`config.mk`:
```
export PLATFORM = sky130hd
export DESIGN_NAME = shift_load_ctrl
export DESIGN_NICKNAME = d
export VERILOG_FILES = /design/src/rtl/shift_load_pkg.sv /design/src/rtl/pin_sync.sv /design/src/rtl/shift_load_ctrl.sv
export SDC_FILE = /design/constraint.sdc
export NUM_CORES = 1
export LEC_CHECK = 0
export ABC_CLOCK_PERIOD_IN_PS = 2200
export CORE_ASPECT_RATIO = 1.5
export CORE_MARGIN = 3
export CORE_UTILIZATION = 36
export CTS_BUF_LIST = sky130_fd_sc_hd__clkbuf_4 sky130_fd_sc_hd__clkbuf_8
export DETAILED_ROUTE_END_ITERATION = 10
export PLACE_DENSITY = 0.62
export SYNTH_ARGS = -nofsm -noshare
export SYNTH_HDL_FRONTEND = slang
export SYNTH_HIERARCHICAL = 1
export SYNTH_SLANG_ARGS = --single-unit
export TNS_END_PERCENT = 50
```
`constraint.sdc`:
```
create_clock -name clk -period 2.2 [get_ports clk]
set_input_delay 0.44 -clock clk [delete_from_list [all_inputs] [get_ports clk]]
set_output_delay 0.44 -clock clk [all_outputs]
set_load 0.005 [all_outputs]
```
`src/rtl/shift_load_pkg.sv`:
```
// -----------------------------------------------------------------------------
// shift_load_pkg
//   Shared types and constants for the serial program-load controller.
//   - state_e   : controller FSM states (PARITY only when parity mode is built)
//   - WORD_W_DEF: default word length (must match the external shift register)
//   - cnt_width : bit-count width for a given word length ($clog2(w+1))
//   Optional feature macro: SHIFT_LOAD_CTRL_PARITY_EN
// -----------------------------------------------------------------------------
package shift_load_pkg;

   localparam int WORD_W_DEF = 16;

   function automatic int cnt_width(input int w);
      return $clog2(w + 1);
   endfunction

   localparam int CNT_W = cnt_width(WORD_W_DEF);

`ifdef SHIFT_LOAD_CTRL_PARITY_EN
   typedef enum logic [1:0] {
      ST_IDLE    = 2'd0,
      ST_SHIFT   = 2'd1,
      ST_CAPTURE = 2'd2,
      ST_PARITY  = 2'd3
   } state_e;
`else
   typedef enum logic [1:0] {
      ST_IDLE    = 2'd0,
      ST_SHIFT   = 2'd1,
      ST_CAPTURE = 2'd2
   } state_e;
`endif

endpackage

```
`src/rtl/pin_sync.sv`:
```
// -----------------------------------------------------------------------------
// pin_sync
//   STAGES-deep flop synchronizer for one asynchronous pin.
//   Ports:
//     clk     in  system clock
//     resetb  in  async active-low reset; all stages load RST_VAL
//     d_i     in  asynchronous pin
//     q_o     out synchronized pin (last stage)
// -----------------------------------------------------------------------------
module pin_sync #(
   parameter int   STAGES  = 2,
   parameter logic RST_VAL = 1'b0
) (
   input  logic clk,
   input  logic resetb,
   input  logic d_i,
   output logic q_o
);

   logic [STAGES-1:0] ff_q;

   always_ff @(posedge clk or negedge resetb) begin
      if (!resetb) ff_q <= {STAGES{RST_VAL}};
      else         ff_q <= {ff_q[STAGES-2:0], d_i};
   end

   assign q_o = ff_q[STAGES-1];

endmodule

```
`src/rtl/shift_load_ctrl.sv`:
```
// -----------------------------------------------------------------------------
// shift_load_ctrl
//   Frames WORD_W-bit words arriving on sck/mosi/cs_n, steps an external
//   serial-in shift register one bit per sck rise, and hands each completed
//   word to the CPU load port through a one-entry valid/ready buffer.
//   Optional feature macro: SHIFT_LOAD_CTRL_PARITY_EN (17th even-parity bit).
//   Ports:
//     clk, resetb          clock, async active-low reset
//     spi_sck_i/mosi_i/cs_n_i  async pins (sample on sck rise, MSB first)
//     clear_i              sync clear of sticky overrun_o
//     sr_in_o, sr_en_o     serial bit / shift pulse to the shift register
//     sr_word_i            shift register parallel output
//     word_o, word_valid_o, word_ready_i   holding buffer handshake
//     busy_o               frame in progress
//     overrun_o            sticky: word completed while buffer full
//     abort_o              pulse: cs_n released mid-word
//     parity_err_o         pulse: parity mismatch (0 without the macro)
// -----------------------------------------------------------------------------
module shift_load_ctrl
   import shift_load_pkg::*;
#(
   parameter int WORD_W      = WORD_W_DEF,
   parameter int SYNC_STAGES = 2
) (
   input  logic              clk,
   input  logic              resetb,
   input  logic              spi_sck_i,
   input  logic              spi_mosi_i,
   input  logic              spi_cs_n_i,
   input  logic              clear_i,
   output logic              sr_in_o,
   output logic              sr_en_o,
   input  logic [WORD_W-1:0] sr_word_i,
   output logic [WORD_W-1:0] word_o,
   output logic              word_valid_o,
   input  logic              word_ready_i,
   output logic              busy_o,
   output logic              overrun_o,
   output logic              abort_o,
   output logic              parity_err_o
);

   localparam int             CW   = cnt_width(WORD_W);
   localparam logic [CW-1:0]  LAST = CW'(WORD_W);

   logic sck_s, mosi_s, cs_s;
   logic sck_prev_q, sck_rise;

   pin_sync #(.STAGES(SYNC_STAGES), .RST_VAL(1'b0)) u_sync_sck (
      .clk(clk), .resetb(resetb), .d_i(spi_sck_i), .q_o(sck_s));
   pin_sync #(.STAGES(SYNC_STAGES), .RST_VAL(1'b0)) u_sync_mosi (
      .clk(clk), .resetb(resetb), .d_i(spi_mosi_i), .q_o(mosi_s));
   // cs_n idles high so reset must not look like a frame start
   pin_sync #(.STAGES(SYNC_STAGES), .RST_VAL(1'b1)) u_sync_cs (
      .clk(clk), .resetb(resetb), .d_i(spi_cs_n_i), .q_o(cs_s));

   always_ff @(posedge clk or negedge resetb) begin
      if (!resetb) sck_prev_q <= 1'b0;
      else         sck_prev_q <= sck_s;
   end

   assign sck_rise = sck_s & ~sck_prev_q;

   state_e            state_q;
   logic [CW-1:0]     cnt_q;
   logic              sr_in_q, sr_en_q, abort_q, overrun_q, word_valid_q;
   logic [WORD_W-1:0] word_q;
   logic              drop_par;

`ifdef SHIFT_LOAD_CTRL_PARITY_EN
   logic par_bad_q, perr_q;
   assign drop_par     = par_bad_q;
   assign parity_err_o = perr_q;
`else
   assign drop_par     = 1'b0;
   assign parity_err_o = 1'b0;
`endif

   always_ff @(posedge clk or negedge resetb) begin
      if (!resetb) begin
         state_q      <= ST_IDLE;
         cnt_q        <= '0;
         sr_in_q      <= 1'b0;
         sr_en_q      <= 1'b0;
         abort_q      <= 1'b0;
         overrun_q    <= 1'b0;
         word_valid_q <= 1'b0;
         word_q       <= '0;
`ifdef SHIFT_LOAD_CTRL_PARITY_EN
         par_bad_q    <= 1'b0;
         perr_q       <= 1'b0;
`endif
      end else begin
         sr_en_q <= 1'b0;
         abort_q <= 1'b0;
`ifdef SHIFT_LOAD_CTRL_PARITY_EN
         perr_q  <= 1'b0;
`endif
         if (word_valid_q && word_ready_i) word_valid_q <= 1'b0;
         // a set in CAPTURE below overrides this clear
         if (clear_i) overrun_q <= 1'b0;

         case (state_q)
            ST_IDLE: begin
               cnt_q <= '0;
               if (!cs_s) state_q <= ST_SHIFT;
            end
            ST_SHIFT: begin
               // count==LAST holds for the cycle the last shift pulse is out,
               // so the register is settled one cycle later in CAPTURE
               if (cnt_q == LAST) begin
`ifdef SHIFT_LOAD_CTRL_PARITY_EN
                  state_q <= ST_PARITY;
`else
                  state_q <= ST_CAPTURE;
`endif
               end else if (cs_s) begin
                  if (cnt_q != '0) abort_q <= 1'b1;
                  cnt_q   <= '0;
                  state_q <= ST_IDLE;
               end else if (sck_rise) begin
                  sr_en_q <= 1'b1;
                  sr_in_q <= mosi_s;
                  cnt_q   <= cnt_q + 1'b1;
               end
            end
`ifdef SHIFT_LOAD_CTRL_PARITY_EN
            ST_PARITY: begin
               if (cs_s) begin
                  abort_q <= 1'b1;
                  cnt_q   <= '0;
                  state_q <= ST_IDLE;
               end else if (sck_rise) begin
                  // even parity: data ones plus parity bit must be even
                  par_bad_q <= mosi_s ^ (^sr_word_i);
                  perr_q    <= mosi_s ^ (^sr_word_i);
                  state_q   <= ST_CAPTURE;
               end
            end
`endif
            ST_CAPTURE: begin
               cnt_q   <= '0;
               state_q <= cs_s ? ST_IDLE : ST_SHIFT;
               if (!drop_par) begin
                  if (!word_valid_q || word_ready_i) begin
                     word_q       <= sr_word_i;
                     word_valid_q <= 1'b1;
                  end else begin
                     overrun_q <= 1'b1;
                  end
               end
            end
            default: state_q <= ST_IDLE;
         endcase
      end
   end

   assign sr_in_o      = sr_in_q;
   assign sr_en_o      = sr_en_q;
   assign word_o       = word_q;
   assign word_valid_o = word_valid_q;
   assign busy_o       = (state_q != ST_IDLE);
   assign overrun_o    = overrun_q;
   assign abort_o      = abort_q;

endmodule

```
==> impl_metrics.yaml, run 1 <==
layout:
  fin_util_pct: 53.3
  antennaDiodeCount: 0
  fillers: 332
  final_net_count: 174
  layoutNonFillerInstCount: 193
  area_delta_synth_final_pct: 40.9
  final_cell_area_sq_mm: 0.00196
  drive_gt1_share_pct: 22.7
critical_path:
  critical_path_arrival_ns: 1.55
  start_kind: "flop"
  cp-end-kind: "output pin"
  worst_ep_required_time_ns: 1.76
  crit_fanout: 14
  critPathKind: "flop to output pin"
drt:
  ant_nets: 0
  dr.pass1.iters: 5
  finalWirelength_um: 2640
  first_iter_violations: 23
  vias: 962
  wl_per_cell_um: 13.7
  vias_per_cell: 4.98
  drc: 0
timing:
  drv_slew: 0
  finalCritPeriodShare_pct: 90.6
  hold-worst-slack_ns: 0.349
  rsz0062_at_grt: "false"
  final.min_clock_period_ns: 1.99
  finalHoldViolCount: 0
  finalSetupTns_ns: 0
  layout_setup_ws_ns: 0.207
  fin_skew_ns: 0.00613
  setup_viol: 0
  max_freq_ghz: 0.502
clock_network:
  ctsHoldBuffers: 0
  path_clk_slew_ns: 0.07
  cts_root_buf: "clkbuf_8"
  cts_tree: "done"
  cts_buffers: 5
  post-cts-setup-buffers: 0
  h-tree-depth: 2
  clock_path_buffers: 2
  clk-insertion-delay-late_ns: 0.27
  cts.repair.resized: 0
  clock-sinks: 35
die:
  die_y_um: 82.2
  die-area_sq_mm: 0.00467
  start_util_pct: 37.9
  num_rows: 27
  die_x_um: 56.8
  coreArea_sq_mm: 0.00368
  io_pins: 46
synthesis:
  syn_area_sq_mm: 0.00139
  yosysWarnings: 6
  synth_seq_area_share_pct: 63.0
  ys_top_cells_by_area: "dfrtp_1 (59%), mux2_2 (14%), dfstp_2 (3.8%)"
  yosysMostFrequentCell: "dfrtp_1"
  syn_avg_cell_area_sq_um: 13.8
  synthMuxAreaShare_pct: 13.7
  synth_top_family_by_area: "multiplexers"
  yosysTopAreaCell: "dfrtp_1"
  syn_inst: 101
  synth_edf_count: 0
  ys_seq_elements: 35
  synth_compound_area_share_pct: 5.92
  synth_commonest_cells: "dfrtp_1 (33), mux2_2 (17), nand3_1 (6)"
  synth_fp_nets: 126
  synth_xor_area_share_pct: 0
  synthArstFlopShare_pct: 100
  synth-main-ff-cell: "dfrtp_1"
  synth_top_area_share_pct: 59.2
  yosys.area_share.adder_pct: 1.80
  yosys.area_share.simple_pct: 12.5
  netlist-cell-type-count: 31
power_and_ir_drop:
  power.total_mw: 1.27
  p_comb_share_pct: 10.1
  p_leak_nw: 0.825
  power.internal_mw: 1.01
  power_density_mw_per_mm2: 645
  switching_share_pct: 20.4
  clkPwrFrac_pct: 35.4
  pwr-share-seq_pct: 54.6
  power_switching_mw: 0.258
  vdd_ir_drop_max_mv: 0.509
global_route:
  grt_max_degree: 36
  antenna_found_initial: 0
  grt_util_all_layers_pct: 12.0
  grt_pass1_wl_um: 4300
  overflow: 0
  grt_pass1_vias: 942
placed_design:
  dp_slack_ns: 0.302
  dp.cells: 185
  gp_congestion: 0.793
  io_buffers: 44
  place_area_sq_mm: 0.00188
  place_hpwl_um: 1920
status:
  status: "completed"
run:
  drv_cap: 0
min_path:
  min_path_type: "flop to flop"
metal layers:
metal / GRT usage, % / up-vias / part of all wire [%]
met1: 14.5 / 468 / 38
li1: - / 453 / -
met2: 19.4 / 39 / 54
met5: 0 / - / 0
met3: 4.35 / 2 / 6.8
met4: 4.87 / 0 / 0.83
layout make-up:
class | instances | area (sq um) | share of cell area, %
flip-flops and latches | 35 | 878 | 44.7
multi-input cells | 58 | 477 | 24.3
repair buffers | 46 | 455 | 23.2
clock buffers | 7 | 83.8 | 4.27
well taps | 43 | 53.8 | 2.74
inverters | 3 | 11.3 | 0.573
clock inverters | 1 | 5.00 | 0.255
final timing paths:
check | startpoint | to | slack, ns | cells after the start
worst max-delay path | state_q[0] | busy_o | 0.21 | 2
worst min-delay path | u_sync_sck/ff_q[0] | u_sync_sck/ff_q[1] | 0.35 | 0
worst max register to register | cnt_q[0] | sr_in_o | 0.41 | 6
worst min register to register | u_sync_sck/ff_q[0] | u_sync_sck/ff_q[1] | 0.35 | 0
max in group asynchronous | resetb | u_sync_cs/ff_q[0] | 1.30 | 2
min in group asynchronous | resetb | word_o[10] | 0.56 | 2
power by group through the flow:
stage / Combinational [mW] / Sequential (mW) / Clock [mW]
after floorplan: 0.0332 / 0.699 / 0
after global placement: 0.129 / 0.702 / 0
after detailed placement: 0.130 / 0.703 / 0
after CTS: 0.130 / 0.692 / 0.466
after global routing: 0.139 / 0.696 / 0.499
final: 0.127 / 0.691 / 0.448
flip-flops by register name (all words and copies together), names as in the netlist:
register	cells
abort_o	1
word_o	16
sr_in_o	1
u_sync_mosi/ff_q	2
overrun_o	1
cnt_q	5
sck_prev_q	1
u_sync_cs/ff_q	2
word_valid_o	1
sr_en_o	1
u_sync_sck/ff_q	2
state_q	2
critical path: stages (launching register included):
cell and delay, ns:
dfrtp_1 0.51, or2_2 0.33, clkdlybuf4s50_1 0.44
logic make-up after synthesis:
group | Yosys count
other | 1
AND/OR/NAND/NOR | 27
multiplexers | 17
buffers and inverters | 8
adder cells (fa/ha/maj) | 2
AO/OA/AOI/OAI | 11
flip-flops | 35
placed cells by master (no fill, tap or decap), drive strengths merged, types with 2 or more instances in the layout:
master,count
or4,2
dfstp,2
o211ai,2
dfrtp,33
clkdlybuf4s50,44
buf,2
ha,2
nand4,2
inv,3
nand2,2
nor2b,3
clkbuf,7
nand2b,4
a21oi,2
nand3,6
mux2,17
o41ai,2
No activity file was read; power rests on OpenSTA's default activity.
==> inputs of run 2 (changes only) <==
--- a/config.mk
+++ b/config.mk
@@ -16,4 +16,3 @@
 export SYNTH_HDL_FRONTEND = slang
 export SYNTH_HIERARCHICAL = 1
 export SYNTH_SLANG_ARGS = --single-unit
-export TNS_END_PERCENT = 50
==> results of run 2 <==
The final DEF is identical to that of run 1; final timing and power are the same.
==> inputs of run 3 (changes only) <==
--- a/config.mk
+++ b/config.mk
@@ -12,6 +12,7 @@
 export CTS_BUF_LIST = sky130_fd_sc_hd__clkbuf_4 sky130_fd_sc_hd__clkbuf_8
 export DETAILED_ROUTE_END_ITERATION = 10
 export PLACE_DENSITY = 0.62
+export SETUP_SLACK_MARGIN = 0.02
 export SYNTH_ARGS = -nofsm -noshare
 export SYNTH_HDL_FRONTEND = slang
 export SYNTH_HIERARCHICAL = 1
==> results of run 3 <==
The final DEF is identical to that of run 1; final timing and power are the same.
